===== config.mk =====
export PLATFORM = sky130hd
export DESIGN_NAME = lsu_mem_initiator
export DESIGN_NICKNAME = d
export VERILOG_FILES = /design/src/rtl/lsu_mem_initiator.sv
export SDC_FILE = /design/constraint.sdc
export NUM_CORES = 1
export LEC_CHECK = 0
export BUFFER_PORTS_ARGS = -buffer_cell sky130_fd_sc_hd__buf_2
export CORE_MARGIN = 2
export CORE_UTILIZATION = 49
export DETAILED_ROUTE_END_ITERATION = 7
export GPL_TIMING_DRIVEN = 0
export PLACE_DENSITY_LB_ADDON = 0.1
export SLEW_MARGIN = 25
export SYNTH_ARGS = -nofsm -noshare
export SYNTH_HDL_FRONTEND = slang
export SYNTH_SLANG_ARGS = --single-unit

===== constraint.sdc =====
create_clock -name clk -period 2.1 [get_ports clk]
set_input_delay 0.42 -clock clk [delete_from_list [all_inputs] [get_ports clk]]
set_output_delay 0.42 -clock clk [all_outputs]
set_load 0.1 [all_outputs]

===== src/rtl/lsu_mem_initiator.sv =====
// lsu_mem_initiator
//   Moves one load/store at a time from the MEM stage to the data memory.
//   The memory is 16-bit and word-addressed. Byte stores are done as
//   read-modify-write. Loads return formatted data; faulting requests
//   return a fault response and never touch memory.
// Ports
//   clk, rst            clock; asynchronous active-high reset
//   req_*               request channel (valid/ready); op, byte addr, store data
//   resp_*              response channel (valid/ready); load data, fault flag
//   mem_read/mem_write  memory strobes; mem_addr is the word index
//   mem_wdata/mem_rdata memory write data / combinational read data
module lsu_mem_initiator #(
    parameter int DEPTH_WORDS = 64
) (
    input  logic        clk,
    input  logic        rst,
    input  logic        req_valid,
    output logic        req_ready,
    input  logic [2:0]  req_op,
    input  logic [15:0] req_addr,
    input  logic [15:0] req_wdata,
    output logic        resp_valid,
    input  logic        resp_ready,
    output logic [15:0] resp_rdata,
    output logic        resp_fault,
    output logic        mem_read,
    output logic        mem_write,
    output logic [15:0] mem_addr,
    output logic [15:0] mem_wdata,
    input  logic [15:0] mem_rdata
);

    localparam logic [2:0]  OP_LW  = 3'b000;
    localparam logic [2:0]  OP_LB  = 3'b001;
    localparam logic [2:0]  OP_LBU = 3'b010;
    localparam logic [2:0]  OP_SW  = 3'b100;
    localparam logic [2:0]  OP_SB  = 3'b101;
    localparam logic [16:0] ADDR_LIMIT = 17'(2 * DEPTH_WORDS);

    typedef enum logic [1:0] {IDLE, READ, WRITE, RESP} state_t;

    state_t      state, state_nxt;
    logic [2:0]  op_q;
    logic [15:0] addr_q;
    logic [15:0] wdata_q;
    logic [15:0] word_q;
    logic        fault_q;

    logic illegal_op, out_of_range, misaligned, req_fault;
    logic accept;

    always_comb begin
        illegal_op   = !(req_op inside {OP_LW, OP_LB, OP_LBU, OP_SW, OP_SB});
        out_of_range = {1'b0, req_addr} >= ADDR_LIMIT;
        misaligned   = (req_op == OP_LW || req_op == OP_SW) && req_addr[0];
        req_fault    = illegal_op || out_of_range || misaligned;
        accept       = (state == IDLE) && req_valid;
    end

    always_ff @(posedge clk or posedge rst) begin
        if (rst) state <= IDLE;
        else     state <= state_nxt;
    end

    always_comb begin
        state_nxt = state;
        case (state)
            IDLE: begin
                if (req_valid) begin
                    if (req_fault)            state_nxt = RESP;
                    else if (req_op == OP_SW) state_nxt = WRITE;
                    else                      state_nxt = READ;
                end
            end
            READ:    state_nxt = (op_q == OP_SB) ? WRITE : RESP;
            WRITE:   state_nxt = RESP;
            RESP:    if (resp_ready) state_nxt = IDLE;
            default: state_nxt = IDLE;
        endcase
    end

    // Request fields are captured only on accept; the memory word only in READ.
    always_ff @(posedge clk or posedge rst) begin
        if (rst) begin
            op_q    <= '0;
            addr_q  <= '0;
            wdata_q <= '0;
            word_q  <= '0;
            fault_q <= 1'b0;
        end else begin
            if (accept) begin
                op_q    <= req_op;
                addr_q  <= req_addr;
                wdata_q <= req_wdata;
                fault_q <= req_fault;
                word_q  <= '0;
            end
            if (state == READ) word_q <= mem_rdata;
        end
    end

    logic [7:0]  sel_byte;
    logic [15:0] merged_word;
    logic [15:0] load_data;

    always_comb begin
        sel_byte    = addr_q[0] ? word_q[15:8] : word_q[7:0];
        merged_word = addr_q[0] ? {wdata_q[7:0], word_q[7:0]}
                                : {word_q[15:8], wdata_q[7:0]};
        case (op_q)
            OP_LW:   load_data = word_q;
            OP_LB:   load_data = {{8{sel_byte[7]}}, sel_byte};
            OP_LBU:  load_data = {8'h00, sel_byte};
            default: load_data = '0;
        endcase
    end

    // All outputs decode from the state register, so an asynchronous reset
    // drops mem_write in the same instant and blocks an in-flight write.
    always_comb begin
        req_ready  = 1'b0;
        resp_valid = 1'b0;
        resp_rdata = '0;
        resp_fault = 1'b0;
        mem_read   = 1'b0;
        mem_write  = 1'b0;
        mem_addr   = '0;
        mem_wdata  = '0;
        case (state)
            IDLE: req_ready = 1'b1;
            READ: begin
                mem_read = 1'b1;
                mem_addr = {1'b0, addr_q[15:1]};
            end
            WRITE: begin
                mem_write = 1'b1;
                mem_addr  = {1'b0, addr_q[15:1]};
                mem_wdata = (op_q == OP_SB) ? merged_word : wdata_q;
            end
            RESP: begin
                resp_valid = 1'b1;
                resp_fault = fault_q;
                resp_rdata = fault_q ? 16'h0000 : load_data;
            end
            default: ;
        endcase
    end

endmodule


### After elaboration in Yosys (flattened, before gate mapping)

Cells that the tools add are included.

| storage, ports and cells | value |
|---|---|
| bits of input ports | 55 |
| register bits after elaboration | 54 |

| cells by class | value |
|---|---|
| order comparisons | 1 |
| muxes and demuxes | 21 |
| eq/ne operators | 12 |
| reduce and logical (&&, ||, !) cells | 13 |

Operators by type and width:

| cell | number |
|---|---|
| 16-bit two-way mux | 7 |
| 16-bit one-hot mux with 3 select lines | 1 |
| 16-bit by 8-bit greater-or-equal comparator with 1-bit output (second input constant) | 1 |
| 15-bit two-way mux | 1 |
| 3-bit equality test (second input constant) | 3 |
| 2-bit two-way mux | 4 |
| 8-bit two-way mux | 1 |
| 2-bit one-hot mux with 4 select lines | 1 |
| 3-bit by 1-bit equality test with 1-bit output (second input constant) | 2 |
| 3-bit by 2-bit equality test with 1-bit output (second input constant) | 2 |
| 3-bit logical NOT | 2 |
| 1-bit two-way mux | 6 |
| 5-bit nonzero test | 1 |
| 2-bit equality test (second input constant) | 2 |
| 2-bit inequality test (second input constant) | 2 |
| 1-bit logical OR | 3 |
| 2-bit by 1-bit equality test with 1-bit output (second input constant) | 1 |
| 1-bit logical AND | 2 |
| 2-bit logical NOT | 1 |
| 2-bit AND reduction | 1 |
| 2-bit nonzero test | 1 |
| 2-bit OR reduction | 1 |
| 1-bit logical NOT | 1 |

### Depth between registers and ports, before layout

Gate-level depths: netlist of run 1.

| logic depth | value |
|---|---|
| word-level depth | 8 |
| gate-level depth with buffers | 7 |
| mapped depth without buffers | 6 |

### Worst setup path before layout of run 1

No wires, ideal clock.

| timing | value |
|---|---|
| kind | register -> output |
| start | register state[0] |
| end | output mem_wdata[6] |
| buffers on the path | 1 |
| path slack | -2.234 ns |
| arrival time | 3.914 ns |
| data required time | 1.680 ns |
| stages on the path, launching flop included | 5 |
| path through | dfrtp_1 inv_1 ha_1 clkbuf_1 a21boi_0 |

| on the way | value |
|---|---|
| word-level cells in the longest chain between the ends | 2 |

RTL lines:

| item | RTL line | source |
|---|---|---|
| start, declared | 42 | `state_t state, state_nxt;` |
| start signal, assigned | 62 | `else state <= state_nxt;` |
| 2-bit equality test | 129 | `case (state)` |
| 16-bit two-way mux | 129 |  |
| end, declared | 29 | `output logic [15:0] mem_wdata,` |

No other way between the ends.

### Final worst setup path of run 1

| timing | value |
|---|---|
| start | register op_q[1] |
| end | output mem_wdata[5] |

| on the way | value |
|---|---|
| word-level cells in the longest chain between the ends | 3 |

RTL lines:

| item | RTL line | source |
|---|---|---|
| start, declared | 43 | `logic [2:0] op_q;` |
| start signal, assigned | 92 | `op_q <= req_op;` |
| 3-bit equality test | 138 | `mem_wdata = (op_q == OP_SB) ? merged_word : wdata_q;` |
| 16-bit two-way mux | 138 |  |
| 16-bit two-way mux | 129 |  |

No other way between the ends.

==> results.toml, run 1 <==
[worst_setup_path]
required_ns = 1.68
worstSetupPathType = "reg2out"
cp-end-kind = "primary output"
crit_path_cell_trace = "and3b_1 -> buf_6 -> and2_4 -> nand2_2 -> a21boi_4 -> buf_12"
worst-r2r-cell-count = 6
critPathLaunchType = "register"
slowest_delay_ns = 0.44
critPathArrivalTime_ns = 1.86
slowest_stage = "dfrtp_2"
worstPathMaxFanout = 8

[floorplan]
initial_core_util = 0.501
dieHeight_um = 81.1
ios = 108
die-area_um2 = 6570
rows = 28
core-area_um2 = 5820
dieWidth_um = 81.1

[cts]
clkLatencyLatePin_ns = 0.32
root_buffer = "clkbuf_8"
clock_path_buffers = 2
clkSlewWorstSetupHoldPaths_ns = 0.10
clkSinkCount = 54
h-tree-depth = 2
cts_tree = "built"
numCtsBuffers = 5

[detailed_routing]
drtPass1Iterations = 4
drt_wl_total_mm = 9.76
vias_per_cell = 5.63
drt_iter0_drc = 204
highest_layer = "met4"
postRouteAntennaNets = 0
drc = 0
vias = 2815
wl_met3_um = 680
post_drt_wl_per_cell_um = 19.5
met2_length_mm = 5.06
met1_length_mm = 3.71

[finish]
nets = 484
insertedDiodeCount = 0
area_growth_pct = 72.9
drive_gt1_frac = 0.616
final_core_util = 0.866

[synthesis]
synth_warnings = 0
synth_xor_area_frac = 0.00301
yosys.area.top_type = "dfrtp_1"
synthAdderAreaFrac = 0.0172
yosysSeqAreaShare = 0.464
synthFlopType = "dfrtp_1"
synth_commonest_cells = "70 x nand2_1, 54 x dfrtp_1, 35 x mux2_2, 20 x o21ai_0, 18 x and2_1"
synth_compound_area_frac = 0.148
synth_edf_count = 0
async_flop_share = 1.00
synthTopCellsByArea = "dfrtp_1 46%, mux2_2 14%, nand2_1 9.0%, and2_1 3.9%, o21ai_0 3.4%"
yosysTopAreaCellShare = 0.464
synth_top_family_by_area = "multiplexers"
synth.most_common_cell = "nand2_1"
syn_nets = 354
syn_avg_cell_area_um2 = 9.87
synthSimpleGateAreaFrac = 0.160
syn_inst = 295
syn_area_um2 = 2910
yosys-mux-area-fraction = 0.166
ys_ff_latch = 54
yosys.cell_types.count = 34

[global_route]
grt_pass1_vias = 2847
gr-total-overflow = 0
antenna_found_initial = 0
grt.total_usage = 0.301
grt_pass1_wl_mm = 14.7
grt_start_max_net_pins = 36

[timing]
period_minus_slack_ns = 2.28
worstMarginPinSlew_ns = 0.561
relSlewSlack = 0.626
post-route-period-util = 1.09
fmax_mhz = 438
finalMaxSlewViolations = 0
hold_viol_final = 0
fin_ws_ns = -0.182
rsz0062_at_grt = "true"
setup_viol = 32
skew_ns = 0.00759

[run_status]
outcome = "finished, violations left"
violations = "setup timing"

[placement]
numPortBuffers = 106
place_congestion = 0.780
hpwl_mm = 5.80

[min_path]
hp-class = "in2async"

[run]
maxCapViolCount = 0
[cell usage in the layout, fill, tap and decap left out, types with 8 or more instances in the layout]
master and n:
buf_2 62, a21oi_4 8, buf_12 44, nand2_4 8
nand2_2 9, nand2_1 52, and2_2 10, o211a_4 8
buf_4 19, o21ai_0 20, dfrtp_1 49, mux2i_1 8
a21boi_4 8, a22o_4 8, mux2_2 35
[worst paths after layout]
kind	startpoint	end	slack [ns]
setup / recovery	op_q[1]	mem_wdata[5]	-0.18
max in group asynchronous	rst	op_q[1]	1.58
hold / removal	rst	wdata_q[9]	0.04
hold reg to reg	addr_q[4]	addr_q[4]	0.51
min in group clk	mem_rdata[12]	word_q[12]	0.31
setup reg to reg	state[1]	wdata_q[10]	0.24
[logic make-up after synthesis]
kind of cell               count (synthesis)
AOI/OAI and AO/OA                         62
other                                      1
buffers and inverters                     27
muxes                                     44
xor gates and xnor gates                   1
adders and majority gates                  4
and+or+nand+nor                          102
DFF                                       54
[through the flow]
stage,setup TNS (ns),std cells,cell area [um2],hold slack (ns),worst slack [ns]
after floorplan,-1.05,295,3290,0.472,-0.101
after global placement,-24.30,476,3910,0.481,-0.360
after detailed placement,-5.97,477,3930,0.383,-0.323
after CTS,-3.06,500,4950,0.0425,-0.144
after global routing,-6.22,500,5030,0.0589,-0.230
final,-4.58,500,5030,0.0366,-0.182
[routing by layer]
metal | vias up | GRT usage
met3 | 26 | 0.0722
met1 | 1374 | 0.367
met2 | 145 | 0.522
met5 | - | 0
met4 | 0 | 0.103
li1 | 1270 | -
[worst max-delay path: cells and delay by family (launching register included)]
kind | cells | cell delay, ns
AND/OR/NAND/NOR | 3 | 0.61
flip-flops | 1 | 0.44
buffers and inverters | 2 | 0.32
AO/OA/AOI/OAI | 1 | 0.16
[flip-flops by register name, indices dropped and copies added, names as in the netlist]
name     flops
word_q      16
fault_q      1
state        2
wdata_q     16
op_q         3
addr_q      16
[cell type report]
class | instances | area [um2]
Buffer | 15 | 101
Fill cell | 257 | 781
Inverter | 8 | 35.0
Clock buffer | 6 | 82.6
Sequential cell | 54 | 1360
Multi-Input combinational cell | 214 | 1960
Timing Repair Buffer | 127 | 1370
Clock inverter | 1 | 30.0
Tap cell | 75 | 93.8
[what timing repair did]
item	in CTS	in global routing
resized for setup	209	24
pin swaps	25	6
hold buffers	0	0
buffers inserted	18	2
endpoints found under the setup margin	48	46
Power of run 1 is left out: the tool's default activity adds up to more than one toggle a clock period on the data nets, which glitch-free logic cannot reach.
==> run 2: changes to the inputs <==
--- a/config.mk
+++ b/config.mk
@@ -5,12 +5,14 @@
 export SDC_FILE = /design/constraint.sdc
 export NUM_CORES = 1
 export LEC_CHECK = 0
+export ABC_AREA = 1
 export BUFFER_PORTS_ARGS = -buffer_cell sky130_fd_sc_hd__buf_2
 export CORE_MARGIN = 2
-export CORE_UTILIZATION = 49
+export CORE_UTILIZATION = 54
 export DETAILED_ROUTE_END_ITERATION = 7
 export GPL_TIMING_DRIVEN = 0
 export PLACE_DENSITY_LB_ADDON = 0.1
+export REMOVE_ABC_BUFFERS = 1
 export SLEW_MARGIN = 25
 export SYNTH_ARGS = -nofsm -noshare
 export SYNTH_HDL_FRONTEND = slang
==> constraint.sdc (replaced) <==
create_clock -name clk -period 2.9 [get_ports clk]
set_input_delay 0.58 -clock clk [delete_from_list [all_inputs] [get_ports clk]]
set_output_delay 0.58 -clock clk [all_outputs]
set_load 0.1 [all_outputs]
==> run 2 against run 1 <==
  * The run now ends clean
  * Critical endpoint is now resp_rdata[12]
  * Clock-buffer cell count decreased by 1
  * Core utilization decreased by 18 points
  * Die area decreased by 4.9%
  * Synthesized cell count increased by 43%
  * Register-to-register slack improved by 0.05 ns
  * Largest cell class unchanged
  * Setup slack improved by 0.33 ns
  * Critical path depth decreased by 2
  * First-iteration DRC count increased by 5.4%
  * Final cell count increased by 18%
==> results.toml, run 2 <==
[run_status]
outcome = "finished clean"

[worst_setup_path]
worstPathMaxFanout = 27
cp-end-kind = "primary output"
required_ns = 2.32
critPathArrivalTime_ns = 2.17
slowest_delay_ns = 0.61
critPathLaunchType = "register"
worstSetupPathType = "reg2out"
slowest_stage = "dfrtp_4"
crit_path_cell_trace = "o21ai_0 -> nand2b_1 -> a21oi_1 -> buf_2"

[timing]
hold_slack_ns = 0.229
hold_viol_final = 0
rsz0062_at_grt = "false"
skew_ns = 0.00824
setup_viol = 0
fmax_mhz = 364
post-route-period-util = 0.948
worstMarginPinSlew_ns = 0.684
period_minus_slack_ns = 2.75
relSlewSlack = 0.544
tns_ns = 0
finalMaxSlewViolations = 0

[synthesis]
synth.most_common_cell = "nand2_1"
yosys.cell_types.count = 28
synth_xor_area_frac = 0
async_flop_share = 1.00
synth_edf_count = 0
synthFlopType = "dfrtp_1"
syn_inst = 422
synthTopCellsByArea = "dfrtp_1 44%, nand2_1 19%, o21ai_0 7.4%, inv_1 6.9%, a21oi_1 4.9%"
yosysSeqAreaShare = 0.444
syn_area_um2 = 3040
synthSimpleGateAreaFrac = 0.257
synth_warnings = 0
yosys.area.top_type = "dfrtp_1"
synth_compound_area_frac = 0.172
synth_commonest_cells = "155 x nand2_1, 56 x inv_1, 54 x dfrtp_1, 45 x o21ai_0, 30 x a21oi_1"
ys_ff_latch = 54
yosys-mux-area-fraction = 0
yosysTopAreaCellShare = 0.444
synth_top_family_by_area = "simple AND/OR/NAND/NOR gates"
synthAdderAreaFrac = 0.0164
syn_avg_cell_area_um2 = 7.21

[cts]
clock_path_buffers = 2
clkSinkCount = 54
root_buffer = "clkbuf_8"
h-tree-depth = 2
clkLatencyLatePin_ns = 0.31
numCtsBuffers = 5
clkSlewWorstSetupHoldPaths_ns = 0.10
cts_tree = "built"

[global_route]
grt_pass1_wl_mm = 12.1
grt_start_max_net_pins = 40
antenna_found_initial = 0
grt.total_usage = 0.245
grt_pass1_vias = 2667
gr-total-overflow = 0

[finish]
insertedDiodeCount = 0
final_common_cell = "nand2_1"
nets = 577
drive_gt1_frac = 0.276
top_regs = "addr_q (16), wdata_q (16), word_q (16)"
final_cell_mix = "155 x nand2_1, 100 x buf_2, 55 x inv_1"
area_growth_pct = 23.3
fin_area_um2 = 3750

[placement]
numPortBuffers = 106
hpwl_mm = 5.20
place_area_um2 = 3570
place_congestion = 0.875

[floorplan]
rows = 27
dieHeight_um = 79.1
dieWidth_um = 79.1
initial_core_util = 0.556
die-area_um2 = 6250
ios = 108
core-area_um2 = 5470

[detailed_routing]
vias = 2917
vias_per_cell = 4.94
drt_wl_total_mm = 7.48
drtPass1Iterations = 4
postRouteAntennaNets = 0
drc = 0
drt_iter0_drc = 215
post_drt_wl_per_cell_um = 12.7

[min_path]
hp-class = "in2async"

[run]
maxCapViolCount = 0
-- run 2: cell type report --
class	count	area [um2]
repair buffers	111	621
clock buffers	5	68.8
clock inverters	3	40.0
multi-input cells	289	1360
well taps	72	90.1
inverters	57	216
flip-flops and latches	54	1360
fillers	510	1720
-- run 2: logic make-up (layout without fill, tap and decap cells) --
family | count (synthesis) | count (layout)
simple gates | 192 | 192
flops | 54 | 54
other cells | 1 | 1
fa+ha+maj | 4 | 4
buf+inv | 79 | 176
compound gates | 92 | 92
-- run 2: worst paths after layout --
| path | to | cells past startpoint | startpoint | slack (ns) |
|---|---|---|---|---|
| max | resp_rdata[12] | 4 | addr_q[0] | 0.15 |
| min | addr_q[1] | 2 | rst | 0.23 |
| max reg2reg | word_q[0] | 6 | state[0] | 0.29 |
| min reg2reg | addr_q[5] | 2 | addr_q[5] | 0.49 |
| max in group asynchronous | wdata_q[2] | 3 | rst | 2.20 |
| min in group clk | wdata_q[6] | 3 | req_wdata[6] | 0.46 |
-- run 2: per-stage QoR --
step | instances | utilization | setup slack [ns]
global placement | 578 | 0.648 | -0.0448
floorplan | 400 | - | -0.887
finish | 591 | 0.686 | 0.150
detailed placement | 579 | 0.652 | -0.0774
global route | 591 | 0.686 | 0.00419
CTS | 587 | 0.675 | 0.0176
-- run 2: repair_timing --
item	CTS	global route
buffers inserted	0	4
gates cloned	0	0
pin swaps	0	2
resized for setup	7	3
endpoints found under the setup margin	13	40
hold buffers	0	0
-- run 2: worst max-delay path: cells and delay by family, from the launching register on --
kind                   cells  cell delay [ns]
and+or+nand+nor            1             0.26
AOI/OAI and AO/OA          2             0.54
DFF                        1             0.61
buffers and inverters      1             0.47
-- run 2: routing by layer --
layer  part of all wire  global-route usage  wire length, um  vias up
met4              0.024              0.0741              177        0
met5                  0                   0                0        -
met1               0.42               0.321             3140     1292
li1                   -                   -                -     1500
met2               0.48               0.414             3570      109
met3              0.078              0.0455              584       16
Power of run 2 is left out for the same reason.
==> run 3: changes to the inputs <==
--- a/config.mk
+++ b/config.mk
@@ -6,7 +6,7 @@
 export NUM_CORES = 1
 export LEC_CHECK = 0
 export ABC_AREA = 1
-export BUFFER_PORTS_ARGS = -buffer_cell sky130_fd_sc_hd__buf_2
+export BUFFER_PORTS_ARGS = -buffer_cell sky130_fd_sc_hd__clkbuf_2
 export CORE_MARGIN = 2
 export CORE_UTILIZATION = 54
 export DETAILED_ROUTE_END_ITERATION = 7
==> run 3 against run 2 <==
  * Clock-buffer cell count stayed put
  * Core utilization rose by 0.39 points
  * Register-to-register slack about the same
  * Critical path type unchanged
==> results.toml, run 3 (synthesis results as in run 2) <==
[detailed_routing]
postRouteAntennaNets = 0
vias_per_cell = 5.01
drt_iter0_drc = 256
vias = 2972
drt_wl_total_mm = 7.58
drtPass1Iterations = 5
post_drt_wl_per_cell_um = 12.8
drc = 0

[global_route]
grt_pass1_wl_mm = 12.3
gr-total-overflow = 0
grt_start_max_net_pins = 55
grt.total_usage = 0.254
antenna_found_initial = 0
grt_pass1_vias = 2693

[finish]
final_common_cell = "nand2_1"
drive_gt1_frac = 0.278
stdcell_count = 593
final_cell_mix = "155 x nand2_1, 97 x clkbuf_2, 55 x inv_1"
nets = 579
nFillCells = 500
area_growth_pct = 24.0
top_regs = "addr_q (16), wdata_q (16), word_q (16)"
insertedDiodeCount = 0

[worst_setup_path]
critPathLaunchType = "register"
worst-r2r-cell-count = 6
r2r-end = "word_q[11]"
r2r-start = "state[0]"
required_ns = 2.32
critPathArrivalTime_ns = 2.18
cp-end-kind = "primary output"
worstPathMaxFanout = 27
worstSetupPathType = "reg2out"
reg2reg_slack_ns = 0.28

[cts]
clock_path_buffers = 2
clkSlewWorstSetupHoldPaths_ns = 0.10
root_buffer = "clkbuf_8"
clkSinkCount = 54
numCtsBuffers = 5
clkLatencyLatePin_ns = 0.31
h-tree-depth = 2
cts_tree = "built"

[min_path]
hp-class = "in2async"

[timing]
rsz0062_at_grt = "false"
finalMaxSlewViolations = 0
tns_ns = 0
post-route-period-util = 0.952
worstMarginPinSlew_ns = 0.673
period_minus_slack_ns = 2.76
skew_ns = 0.00346
setup_viol = 0
hold_slack_ns = 0.293
relSlewSlack = 0.551
hold_viol_final = 0
fmax_mhz = 362

[placement]
place_inst = 579
place_congestion = 0.865
hpwl_mm = 5.25
numPortBuffers = 106

[floorplan]
core-area_um2 = 5470
dieWidth_um = 79.1
ios = 108
dieHeight_um = 79.1
die-area_um2 = 6250
initial_core_util = 0.556
rows = 27

[run]
maxCapViolCount = 0

[run_status]
outcome = "finished clean"
## run 3: cell count changes in the layout (fill, tap and decap cells not counted), sizes merged
cell	previous run	this run
clkbuf	5	110
buf	111	8
bufinv	1	0
clkinvlp	0	1
## run 3: worst max path at each step
stage	from	end
after CTS	state[0]	word_q[1]
after global placement	addr_q[0]	mem_wdata[5]
after detailed placement	addr_q[0]	mem_wdata[5]
after global routing	state[0]	resp_rdata[1]
final	addr_q[0]	resp_rdata[12]
after floorplan	state[0]	mem_wdata[0]
## run 3: final cells by class
type / count / area [um2] / area share
multi-input combinational: 289 / 1360 / 0.361
sequential: 54 / 1360 / 0.359
timing repair buffer: 113 / 661 / 0.175
inverter: 57 / 216 / 0.0573
tap: 72 / 90.1 / 0.0239
clock buffer: 5 / 68.8 / 0.0182
clock inverter: 3 / 21.3 / 0.00563
## run 3: per-stage QoR
stage                     utilization  area (um2)  worst slack, ns
after global routing            0.690        3780           0.0192
after floorplan                     -        2930           -0.887
final                           0.690        3780            0.140
after global placement          0.648        3550          -0.0853
after CTS                       0.683        3740           0.0282
after detailed placement        0.654        3580           -0.104
## run 3: critical path, cell delays in order, from the launching register on
cell,delay [ns]
dfrtp_4,0.61
o21ai_0,0.25
nand2b_1,0.25
a21oi_1,0.26
clkbuf_2,0.49
## run 3: timing repair
item	in CTS	in global routing
hold buffers	0	0
setup buffers	3	3
resized for setup	10	3
endpoints found under the setup margin	23	29
pin swaps	1	1
## run 3: routing by layer
metal,vias to the layer above,GRT usage,share of wire
met3,8,0.0557,0.066
met1,1350,0.329,0.42
met5,-,0,0
met4,0,0.0845,0.012
li1,1502,-,-
met2,112,0.423,0.50
Power of run 3 is left out for the same reason.
